## src/rtl/alarm_timer_ctrl.sv

```systemverilog
// Countdown timer for the car alarm: four programmable second-slots, one active
// countdown driven by a one-second prescaler, single-cycle expiry pulse.
module alarm_timer_ctrl #(
    parameter int          TICKS_PER_SEC = 50000000,
    parameter logic [3:0]  DEF_ARM       = 4'd6,
    parameter logic [3:0]  DEF_DRIVER    = 4'd8,
    parameter logic [3:0]  DEF_PASS      = 4'd15,
    parameter logic [3:0]  DEF_ALARM     = 4'd10
) (
    input  logic       clock,
    input  logic       reset,
    input  logic       reprogram,
    input  logic [1:0] time_param_sel,
    input  logic [3:0] time_value,
    input  logic       start,
    input  logic [1:0] interval,
    output logic       busy,
    output logic       expired,
    output logic [3:0] remaining,
    output logic       sec_tick,
    output logic [1:0] dbg_state
);
    localparam int PW = (TICKS_PER_SEC > 2) ? $clog2(TICKS_PER_SEC) : 1;
    localparam logic [PW-1:0] P_LAST = PW'(TICKS_PER_SEC - 1);

    typedef enum logic [1:0] {S_IDLE = 2'd0, S_COUNT = 2'd1, S_DONE = 2'd2} state_t;

    state_t        r_state;
    logic [PW-1:0] r_presc;
    logic [3:0]    r_remaining;
    logic          r_expired;
    logic          r_sec_tick;
    logic [3:0]    r_slot [4];
    logic [3:0]    w_load;

    assign w_load    = r_slot[interval];
    assign busy      = (r_state == S_COUNT);
    assign expired   = r_expired;
    assign remaining = r_remaining;
    assign sec_tick  = r_sec_tick;
    assign dbg_state = r_state;

    always_ff @(posedge clock or posedge reset) begin
        if (reset) begin
            r_slot[0] <= DEF_ARM;
            r_slot[1] <= DEF_DRIVER;
            r_slot[2] <= DEF_PASS;
            r_slot[3] <= DEF_ALARM;
        end else if (reprogram) begin
            r_slot[time_param_sel] <= time_value;
        end
    end

    // A zero-length countdown spends one cycle in DONE with expired low, then pulses,
    // so its expiry lands one cycle after the start edge rather than on it.
    always_ff @(posedge clock or posedge reset) begin
        if (reset) begin
            r_state     <= S_IDLE;
            r_presc     <= '0;
            r_remaining <= 4'd0;
            r_expired   <= 1'b0;
            r_sec_tick  <= 1'b0;
        end else begin
            r_expired  <= 1'b0;
            r_sec_tick <= 1'b0;
            if (reprogram) begin
                r_state     <= S_IDLE;
                r_presc     <= '0;
                r_remaining <= 4'd0;
            end else if (start) begin
                r_presc     <= '0;
                r_remaining <= w_load;
                r_state     <= (w_load == 4'd0) ? S_DONE : S_COUNT;
            end else begin
                case (r_state)
                    S_COUNT: begin
                        if (r_presc == P_LAST) begin
                            r_presc    <= '0;
                            r_sec_tick <= 1'b1;
                            if (r_remaining != 4'd0)
                                r_remaining <= r_remaining - 4'd1;
                            if (r_remaining <= 4'd1) begin
                                r_state   <= S_DONE;
                                r_expired <= 1'b1;
                            end
                        end else begin
                            r_presc <= r_presc + PW'(1);
                        end
                    end
                    S_DONE: begin
                        if (!r_expired)
                            r_expired <= 1'b1;
                        else
                            r_state <= S_IDLE;
                    end
                    default: r_state <= S_IDLE;
                endcase
            end
        end
    end
endmodule

```

## config.mk

```make
export PLATFORM = sky130hd
export DESIGN_NAME = alarm_timer_ctrl
export DESIGN_NICKNAME = d
export VERILOG_FILES = /design/src/rtl/alarm_timer_ctrl.sv
export SDC_FILE = /design/constraint.sdc
export NUM_CORES = 1
export LEC_CHECK = 0
export CORE_UTILIZATION = 45
export CTS_CLUSTER_DIAMETER = 60
export DETAILED_ROUTE_END_ITERATION = 8
export GPL_TIMING_DRIVEN = 1
export SLEW_MARGIN = 5
export SYNTH_ARGS = -nofsm -noshare
export SYNTH_HDL_FRONTEND = slang
export SYNTH_SLANG_ARGS = --single-unit
```

## constraint.sdc

```tcl
create_clock -name clock -period 2.59 [get_ports clock]
set_input_delay 0.518 -clock clock [delete_from_list [all_inputs] [get_ports clock]]
set_output_delay 0.518 -clock clock [all_outputs]
set_load 0.02 [all_outputs]
```

==> impl_metrics.csv <==
group,metric,value,unit
global_route,grt_max_degree,51,
detailed_routing,firstDrtPassIters,4,
worst_setup_path,crit_fanout,28,
synth,synth_flop_cell,"dfrtp_1",
timing,min_period,2260,ps
die,dieHeight,81.6,um
worst_setup_path,critPathKind,"flop to flop",
global_route,overflow,0,
detailed_routing,via_count,2438,
synth,async_reset_ff_share,100,%
cts,ctsResizeCount,0,
global_route,track_usage,23.5,%
final_layout,drive_gt1_share,19.1,%
die,fp.dieArea,0.00666,mm^2
synth,synth_fa_ha_area_share,2.19,%
worst_setup_path,worstRegToRegCells,6,
die,start_util,47.3,%
place,numPortBuffers,20,
timing,worst_slack,332,ps
synth,yosys_warnings,0,
global_route,grt_pass1_wl,11.7,mm
die,die_x,81.6,um
final_layout,stdcell_count,395,
global_route,first_global_vias,2349,
cts,htreeDepth,2,
power_and_ir_drop,powerDensity,499,mW/mm^2
synth,avgSynthCellArea,9.97,um^2
die,fp-row-count,28,
cts,cts.reportedPaths.clkPinSlew,90,ps
worst_setup_path,critPathLaunch,"r_presc[11]",
power_and_ir_drop,pwr-share-comb,16.9,%
timing,hold_violations,0,
final_layout,nets,336,
synth,syn_inst,286,
worst_setup_path,startpoint_type,"flop",
cts,clk_path_buf_depth,2,
final_layout,syn_to_final_growth,15.7,%
hold_path,hold_depth,1,
die,coreArea,0.00603,mm^2
timing,fin_crit_sh,87.2,%
synth,synthSimpleGateAreaFrac,23.1,%
cts,cts-root-buf,"clkbuf_8",
worst_setup_path,required,2770,ps
timing,slew_headroom,53.5,%
detailed_routing,drt-total-wl,7.06,mm
place,gp_congestion,0.846,
detailed_routing,dr.first_iter.drc_count,141,
outcome,status,"finished clean",
synth,yosysSeqAreaShare,44.3,%
detailed_routing,wl_per_cell,17.9,um
timing,setup_viol,0,
cts,cts_hold_buf,0,
synth,synth_cell_types,55,
die,ios,21,
timing,slew_viol_final,0,
power_and_ir_drop,switching_share,27.9,%
synth,synth-seq-cells,50,
timing,rsz0062_at_grt,"false",
place,dp.cells,387,
cts,post-cts-setup-buffers,0,
detailed_routing,drc,0,
power_and_ir_drop,p_leak,0.00124,uW
power_and_ir_drop,seqPwrFrac,54.2,%
final_layout,num_antenna_cells,0,
power_and_ir_drop,p_int,1190,uW
detailed_routing,ant_nets,0,
hold_path,hold_path_class,"flop to flop",
global_route,antenna_found_initial,0,
synth,syn_nets,303,
timing,skew,13.3,ps
final_layout,final_util,54.7,%
worst_setup_path,r2r_start,"r_presc[11]",
job,maxCapViolations,0,
worst_setup_path,end_kind,"flop",
synth,synthesis.area,0.00285,mm^2
synth,synth_top_family_by_area,"simple AND/OR/NAND/NOR gates",
synth,synthMuxAreaShare,9.83,%
synth,synth_edf_count,0,
power_and_ir_drop,vdd_drop_max,435,uV
power_and_ir_drop,p_clk_share,28.9,%
synth,synth_compound_area_share,15.7,%
place,pre_cts_ws,5.84,ps
place,dp_hpwl,4.99,mm
timing,tightest_slew,692,ps
synth,synth_xor_area_share,1.54,%
timing,clock.fmax,0.443,GHz
detailed_routing,detail_route.vias_per_cell,6.17,
worst_setup_path,arrival,2440,ps
power_and_ir_drop,p_switching,459,uW
cts,cts_tree,"done",
timing,tns,0,ps
cts,cts_num_sinks,50,
hold_path,min-delay-start,"r_presc[23]",
cts,clock_latency,320,ps
timing,worst_hold_slack,508,ps
cts,numCtsBuffers,5,
registers in the layout, summed over array words and instances (netlist names):
register,count
r_presc,26
dbg_state,2
expired,1
remaining,4
r_slot,16
sec_tick,1
worst max-delay path, stage by stage (launching register included):
cell     delay (ps)
dfrtp_1         450
or4b_4          520
nor4_4          490
a21oi_2         100
buf_4           240
a41oi_1         250
a31oi_1          60
path summary, 6_finish.rpt:
kind | end | slack, ps
min reg2reg | r_presc[23] | 510
max in group asynchronous | r_presc[21] | 1460
min in group asynchronous | r_presc[2] | 670
min | r_presc[23] | 510
max | r_presc[11] | 330
max reg2reg | r_presc[11] | 330
per-stage QoR:
stage                     cell area [um^2]  power [uW]
final                                 3300        1650
after detailed placement              3210        1180
after floorplan                       2850        1070
after global routing                  3300        1720
after CTS                             3300        1660
after global placement                3210        1180
Yosys cell counts, types with 2 or more instances:
library cell,number,area [um^2]
dfrtp_1,41,1030
nand2_1,31,116
nor2_1,18,67.6
a31oi_1,17,106
mux2_2,16,180
nand4_1,12,75.1
a21oi_1,11,55.1
nand3_1,11,55.1
o21ai_0,11,55.1
dfstp_2,9,236
inv_1,9,33.8
clkbuf_1,7,26.3
nor3_1,7,35.0
nor4_1,7,43.8
ha_1,5,62.6
a41oi_1,4,35.0
and3_1,4,25.0
mux4_2,4,90.1
nor2b_1,4,25.0
or3_1,4,25.0
xor2_1,4,35.0
and4_1,3,26.3
nand2b_1,3,18.8
nand3b_1,3,22.5
nor4b_1,3,26.3
o21ai_1,3,15.0
a31o_2,2,17.5
a32o_1,2,20.0
a41oi_2,2,32.5
buf_6,2,22.5
clkinv_1,2,7.51
or4_1,2,15.0
cell type report:
class                      instances  area (um^2)
clock inverter                     2         13.8
tap                               75         93.8
multi-input combinational        215         1490
inverter                          11         41.3
fill                             563         2730
clock buffer                       6         72.6
timing repair buffer              36          320
sequential                        50         1260
metal layers:
| metal | routed length [um] | global-route usage, % |
|---|---|---|
| met1 | 3510 | 34.8 |
| met2 | 3090 | 33.8 |
| met3 | 303 | 4.22 |
| met4 | 158 | 8.95 |
| met5 | 0 | 0 |
cell families after synthesis:
group,count (synthesis)
muxes,21
adders and majority gates,5
xor gates and xnor gates,5
DFF,50
and+or+nand+nor,119
AOI/OAI and AO/OA,65
buffers and inverters,21
power by group through the flow:
stage	sequential, uW	clock [uW]	combinational, uW
6_report	893	475	278
3_3_place_gp	908	0	272
3_5_place_dp	906	0	278
5_1_grt	899	518	305
4_1_cts	892	487	278
2_1_floorplan	906	0	166
cell usage in the layout (no fill, tap or decap), types with 4 or more instances in the layout:
master / count
a41oi_1: 4
nand3_1: 11
nor4_1: 7
nor2b_1: 4
mux2_2: 16
nand2_1: 31
mux4_2: 4
buf_4: 16
a31oi_1: 17
o21ai_0: 11
or3_1: 4
and3_1: 4
xor2_1: 4
clkbuf_8: 5
clkdlybuf4s50_1: 20
nand4_1: 12
a21oi_1: 11
nor3_1: 7
inv_1: 8
nor2_1: 18
dfrtp_1: 41
dfstp_2: 9
ha_1: 5
Power figures use the tool's default switching activity.
